**config.mk**
```make
export PLATFORM = sky130hd
export DESIGN_NAME = addn_seq_ctrl_flat
export DESIGN_NICKNAME = d
export VERILOG_FILES = /design/src/rtl/addn_seq_ctrl_pkg.sv /design/src/rtl/addn_seq_ctrl_if.sv /design/src/rtl/addn_seq_ctrl_add8_slice.sv /design/src/rtl/addn_seq_ctrl.sv /design/src/flat_wrapper.sv
export SDC_FILE = /design/constraint.sdc
export NUM_CORES = 1
export LEC_CHECK = 0
export ABC_AREA = 1
export CORE_MARGIN = 1.5
export CORE_UTILIZATION = 40
export DETAILED_ROUTE_END_ITERATION = 7
export PLACE_DENSITY = 0.7
export SLEW_MARGIN = 20
export SYNTH_ARGS = -nofsm -noshare
export SYNTH_HDL_FRONTEND = slang
export SYNTH_SLANG_ARGS = --single-unit
```
**constraint.sdc**
```tcl
create_clock -name clk_100M -period 3.8 [get_ports clk_100M]
set_clock_uncertainty 0.15 [all_clocks]
set_input_delay 0.38 -clock clk_100M [delete_from_list [all_inputs] [get_ports clk_100M]]
set_output_delay 0.38 -clock clk_100M [all_outputs]
set_load 0.01 [all_outputs]
```
**src/rtl/addn_seq_ctrl_pkg.sv**
```systemverilog
// Shared definitions for the byte-serial wide adder sequencer.
package addn_seq_ctrl_pkg;

    localparam int unsigned BYTE_W = 8;

    typedef enum logic [1:0] {
        ST_IDLE  = 2'd0,
        ST_RUN   = 2'd1,
        ST_FLUSH = 2'd2
    } state_t;

    // Two's complement overflow: like-signed operands giving an opposite-signed sum.
    function automatic logic signed_ovf(input logic a_msb, input logic b_msb, input logic s_msb);
        return (a_msb == b_msb) && (s_msb != a_msb);
    endfunction

endpackage

```
**src/rtl/addn_seq_ctrl_if.sv**
```systemverilog
// Requester-side handshake and operand/result bundle for addn_seq_ctrl.
interface addn_seq_ctrl_if #(
    parameter int unsigned NBYTES = 4
);
    import addn_seq_ctrl_pkg::*;

    localparam int unsigned W = BYTE_W * NBYTES;

    logic         start;
    logic         cin;
    logic [W-1:0] op_a;
    logic [W-1:0] op_b;
    logic         busy;
    logic         done;
    logic [W-1:0] result;
    logic         cout;
    logic         ovf;

    modport master (
        output start, cin, op_a, op_b,
        input  busy, done, result, cout, ovf
    );

    modport slave (
        input  start, cin, op_a, op_b,
        output busy, done, result, cout, ovf
    );

endinterface

```
**src/rtl/addn_seq_ctrl_add8_slice.sv**
```systemverilog
// Registered 8-bit add slice: {cout,sum} <= a + b + cin, synchronous clear.
module addn_seq_ctrl_add8_slice
    import addn_seq_ctrl_pkg::*;
(
    input  logic              clk,
    input  logic              clr,
    input  logic [BYTE_W-1:0] a,
    input  logic [BYTE_W-1:0] b,
    input  logic              cin,
    output logic [BYTE_W-1:0] sum,
    output logic              cout
);

    always_ff @(posedge clk) begin
        if (clr) begin
            {cout, sum} <= '0;
        end else begin
            {cout, sum} <= {1'b0, a} + {1'b0, b} + {{BYTE_W{1'b0}}, cin};
        end
    end

endmodule

```
**src/rtl/addn_seq_ctrl.sv**
```systemverilog
// Wide adder sequencer: one registered byte slice, LSB first, carry rippled through the slice register.
module addn_seq_ctrl
    import addn_seq_ctrl_pkg::*;
#(
    parameter int unsigned NBYTES = 4
) (
    input  logic           clk_100M,
    input  logic           rst,
    addn_seq_ctrl_if.slave bus
);

    localparam int unsigned W     = BYTE_W * NBYTES;
    localparam int unsigned IDX_W = $clog2(NBYTES);
    localparam logic [IDX_W-1:0] IDX_LAST = IDX_W'(NBYTES - 1);

    state_t           state_q, state_d;
    logic [IDX_W-1:0] idx_q, idx_d;
    logic [W-1:0]     a_q, a_d;
    logic [W-1:0]     b_q, b_d;
    logic             cin_q, cin_d;
    logic [W-1:0]     res_q, res_d;
    logic             busy_q, busy_d;
    logic             done_q, done_d;
    logic             cout_q, cout_d;
    logic             ovf_q, ovf_d;

    logic [BYTE_W-1:0] sl_a, sl_b, sl_sum;
    logic              sl_cin, sl_cout;
    int unsigned       rd_lsb, wr_lsb;

    addn_seq_ctrl_add8_slice u_add8_slice (
        .clk  (clk_100M),
        .clr  (rst),
        .a    (sl_a),
        .b    (sl_b),
        .cin  (sl_cin),
        .sum  (sl_sum),
        .cout (sl_cout)
    );

    always_comb begin
        state_d = state_q;
        idx_d   = idx_q;
        a_d     = a_q;
        b_d     = b_q;
        cin_d   = cin_q;
        res_d   = res_q;
        cout_d  = cout_q;
        ovf_d   = ovf_q;
        done_d  = 1'b0;
        sl_a    = '0;
        sl_b    = '0;
        sl_cin  = 1'b0;
        rd_lsb  = BYTE_W * 32'(idx_q);
        wr_lsb  = BYTE_W * 32'(idx_q - IDX_W'(1));

        case (state_q)
            ST_IDLE: begin
                if (bus.start) begin
                    a_d     = bus.op_a;
                    b_d     = bus.op_b;
                    cin_d   = bus.cin;
                    idx_d   = '0;
                    state_d = ST_RUN;
                end
            end
            ST_RUN: begin
                sl_a   = a_q[rd_lsb +: BYTE_W];
                sl_b   = b_q[rd_lsb +: BYTE_W];
                sl_cin = (idx_q == '0) ? cin_q : sl_cout;
                // Slice output lags one cycle, so this cycle's sum belongs to the previous byte.
                if (idx_q != '0) begin
                    res_d[wr_lsb +: BYTE_W] = sl_sum;
                end
                idx_d = idx_q + IDX_W'(1);
                if (idx_q == IDX_LAST) begin
                    state_d = ST_FLUSH;
                end
            end
            ST_FLUSH: begin
                res_d[BYTE_W*(NBYTES-1) +: BYTE_W] = sl_sum;
                cout_d  = sl_cout;
                ovf_d   = signed_ovf(a_q[W-1], b_q[W-1], sl_sum[BYTE_W-1]);
                done_d  = 1'b1;
                state_d = ST_IDLE;
            end
            default: begin
                state_d = ST_IDLE;
            end
        endcase

        busy_d = (state_d != ST_IDLE);
    end

    always_ff @(posedge clk_100M) begin
        if (rst) begin
            state_q <= ST_IDLE;
            idx_q   <= '0;
            a_q     <= '0;
            b_q     <= '0;
            cin_q   <= 1'b0;
            res_q   <= '0;
            busy_q  <= 1'b0;
            done_q  <= 1'b0;
            cout_q  <= 1'b0;
            ovf_q   <= 1'b0;
        end else begin
            state_q <= state_d;
            idx_q   <= idx_d;
            a_q     <= a_d;
            b_q     <= b_d;
            cin_q   <= cin_d;
            res_q   <= res_d;
            busy_q  <= busy_d;
            done_q  <= done_d;
            cout_q  <= cout_d;
            ovf_q   <= ovf_d;
        end
    end

    assign bus.busy   = busy_q;
    assign bus.done   = done_q;
    assign bus.result = res_q;
    assign bus.cout   = cout_q;
    assign bus.ovf    = ovf_q;

endmodule

```
**src/flat_wrapper.sv**
```systemverilog
// flat-port wrapper written by rule: the top's interface ports become plain ports
module addn_seq_ctrl_flat import addn_seq_ctrl_pkg::*;
#(
    parameter int unsigned NBYTES = 4
)
  (clk_100M, rst, bus_start, bus_cin, bus_op_a, bus_op_b, bus_busy, bus_done, bus_result, bus_cout, bus_ovf);
  addn_seq_ctrl_if #(.NBYTES(NBYTES)) bus_i ();
  input  logic clk_100M;
  input  logic rst;
  input wire logic [$bits(bus_i.start)-1:0] bus_start;
  input wire logic [$bits(bus_i.cin)-1:0] bus_cin;
  input wire logic [$bits(bus_i.op_a)-1:0] bus_op_a;
  input wire logic [$bits(bus_i.op_b)-1:0] bus_op_b;
  output wire logic [$bits(bus_i.busy)-1:0] bus_busy;
  output wire logic [$bits(bus_i.done)-1:0] bus_done;
  output wire logic [$bits(bus_i.result)-1:0] bus_result;
  output wire logic [$bits(bus_i.cout)-1:0] bus_cout;
  output wire logic [$bits(bus_i.ovf)-1:0] bus_ovf;
  assign bus_i.start = bus_start;
  assign bus_i.cin = bus_cin;
  assign bus_i.op_a = bus_op_a;
  assign bus_i.op_b = bus_op_b;
  assign bus_busy = bus_i.busy;
  assign bus_done = bus_i.done;
  assign bus_result = bus_i.result;
  assign bus_cout = bus_i.cout;
  assign bus_ovf = bus_i.ovf;
  addn_seq_ctrl #(.NBYTES(NBYTES)) u_core (.clk_100M(clk_100M), .rst(rst), .bus(bus_i));
endmodule
```
==> impl_metrics.ini <==
[status]
status = finished, final reports clean

[setup_path]
arrival_ns = 3.06
crit_slowest_cell = fa_1
cp-start-kind = flip-flop
end_kind = flip-flop
critPathBufInv = 1
cp_common_cell = nand2_1
reg2reg_depth = 12
worstSetupPathType = flip-flop to flip-flop
r2r_end = u_core.u_add8_slice.sum[6]
reg2reg_from = u_core.idx_q[0]
cp_cell_sequence = buf_4 > o21ai_0 > o22ai_1 > nand2_1 > fa_1 > fa_1 > nand3b_1 > nand2_1 > a21oi_1 > nand2_1 > nand2_1 > nor2_1
rrSetupSlack_ns = 0.93
worst_ep_required_time_ns = 3.99
crit_fanout = 47
crit_family = adder cells
max_stage_delay_ns = 0.47

[pwr]
ir_worst_vdd_mv = 0.313
leakagePower_nw = 2.76
power.density_mw_per_mm2 = 479
finalPower_mw = 3.29

[grt]
grtUsageTotal_pct = 20.3
grt_pass1_vias = 4666
antenna_found_initial = 0
grt_overflow_total = 0
grt_max_degree = 71
grt_pass1_wl_um = 21600

[run]
cap_viol_max_count = 0

[routing]
ant_nets = 0
drtIter0Drc = 414
vias = 4850
wl_per_cell_um = 12.7
via_per_inst = 4.85
drtPass1Iterations = 6
drc_errors = 0
routed_wl_um = 12700

[clock_tree]
cts_max_path_buffers = 2
htree_levels = 4
hold_buffers = 0
cts_tree = built
clk_latency_ns = 0.41
cts-root-buf = clkbuf_16
cts_sinks = 114
post_cts_buffers = 0
cts_buffers = 17
clk_pin_slew_worst_paths_ns = 0.06
post_cts_resized = 0

[synth]
avgSynthCellArea_um2 = 7.05
ys.flop_type = dfxtp_1
yosysTopAreaCellShare_pct = 44.5
synthCells = 727
synthArstFlopShare_pct = 0
syn-cell-area_mm2 = 0.00513
yosys-top-cells-area = dfxtp_1 44%, nor2_1 16%, o21ai_0 9.9%, a21oi_1 5.7%, nand2_1 5.6%
synth-seq-cells = 114
ys.warnings.count = 0
synth_seq_area_share_pct = 44.5
synth_cell_type_count = 33
syn-num-nets = 810
synth_top_area_cell = dfxtp_1
synth_edf_count = 0

[finish]
layout_common_cells = 212 x nor2_1, 114 x dfxtp_1, 103 x clkdlybuf4s50_1
final_common_cell = nor2_1
finalNonFillerCells = 1000
syn_to_final_growth_pct = 33.9
diodes = 0
final_nets = 898
final_layout_size_suffix_gt1_share_pct = 7.00

[worst_hold_path]
hold_path_depth = 2
holdPathEnd = u_core.bus.result[17]
holdCritStartpoint = u_core.bus.result[17]
min_path_type = flip-flop to flip-flop

[timing]
fin_crit_sh_pct = 75.5
rsz0062_at_grt = no
setup_ws_ns = 0.930
fmax_mhz = 348
timing.slew.headroom_pct = 45.0
setup_tns_ns = 0
worst_pin_slew_ns = 0.822
period_needed_ns = 2.87
finalSetupViolCount = 0
hold_violations = 0
hold_ws_ns = 0.312
slew_violations = 0

[placement]
place.gp.congestion = 0.895
port_buffers = 103
place_ws_ns = 0.971
hpwlAfterDp_um = 9090
dp_cells = 968

[floorplan]
rows = 41
die_w_um = 116
die-height_um = 116
start_util_pct = 40.8
core_mm2 = 0.0126
ioPinCount = 104
die_area_mm2 = 0.0135
-- worst max-delay path by stage --
stage	to	from	cells past startpoint	slack, ns
after global placement	u_core.u_add8_slice.sum[6]	u_core.idx_q[0]	12	1.04
after CTS	u_core.u_add8_slice.sum[6]	u_core.idx_q[0]	12	0.94
after floorplan	u_core.u_add8_slice.sum[6]	u_core.idx_q[0]	14	0.85
after global routing	u_core.u_add8_slice.sum[6]	u_core.idx_q[0]	12	0.66
after detailed placement	u_core.u_add8_slice.sum[6]	u_core.idx_q[0]	12	0.97
final	u_core.u_add8_slice.sum[6]	u_core.idx_q[0]	12	0.93
-- stage by stage --
stage	utilization (%)	area, um2
after global placement	49.9	6270
after global routing	54.6	6870
after detailed placement	49.9	6270
after floorplan	-	5130
final	54.6	6870
after CTS	54.6	6870
-- metal layers --
metal	vias up	global-route usage, %	part of all wire [%]
met5	-	0	0
met4	0	6.75	1.5
met3	13	4.93	4.5
met2	138	33.8	47
met1	2148	25.9	47
li1	2551	-	-
-- logic make-up after synthesis --
group / after synthesis / share of synthesized area [%]
AO/OA/AOI/OAI: 174 / 17.5
XOR/XNOR: 1 / 0.171
adder cells (fa/ha/maj): 15 / 3.95
buffers and inverters: 75 / 5.71
flip-flops: 114 / 44.5
AND/OR/NAND/NOR: 348 / 28.2
-- cell usage after synthesis (2+ instances only) --
cell type  count
inv_1         29
fa_1           2
buf_2          6
nand3_1       34
nand2_1       76
nand2_2        5
nand3b_1       2
o22ai_1        2
o211ai_1       3
clkbuf_1      28
dfxtp_1      114
o21ai_1        4
nor2_1       212
ha_1          13
buf_1          7
nand4_1        2
inv_2          4
nor3_1         9
nand2_4        3
a21oi_1       58
o21a_1         2
o21ai_0      101
-- power breakdown --
| group | switching [mW] | leakage (nW) | internal, mW |
|---|---|---|---|
| Sequential | 0.0461 | 0.935 | 1.27 |
| Clock | 0.594 | 0.276 | 0.990 |
| Combinational | 0.231 | 1.55 | 0.162 |
-- cell type report --
class                   instances  area, um2
flip-flops and latches        114       2280
well taps                     172        215
repair buffers                111       1090
fillers                      1217       5700
clock inverters                14        155
clock buffers                  18        439
multi-input cells             538       2560
inverters                      33        124
-- worst min-delay path: stages (launching register included) --
cell and delay [ns]:
dfxtp_1 0.31, nand2_1 0.06, a21oi_1 0.05
-- registers in the layout (all words and copies together) (netlist names), 2 cells and up --
register	count
u_core.idx_q	2
u_core.u_add8_slice.sum	8
u_core.a_q	32
u_core.b_q	32
u_core.bus.result	32
u_core.state_q	2
(Power assumes the default switching activity.)
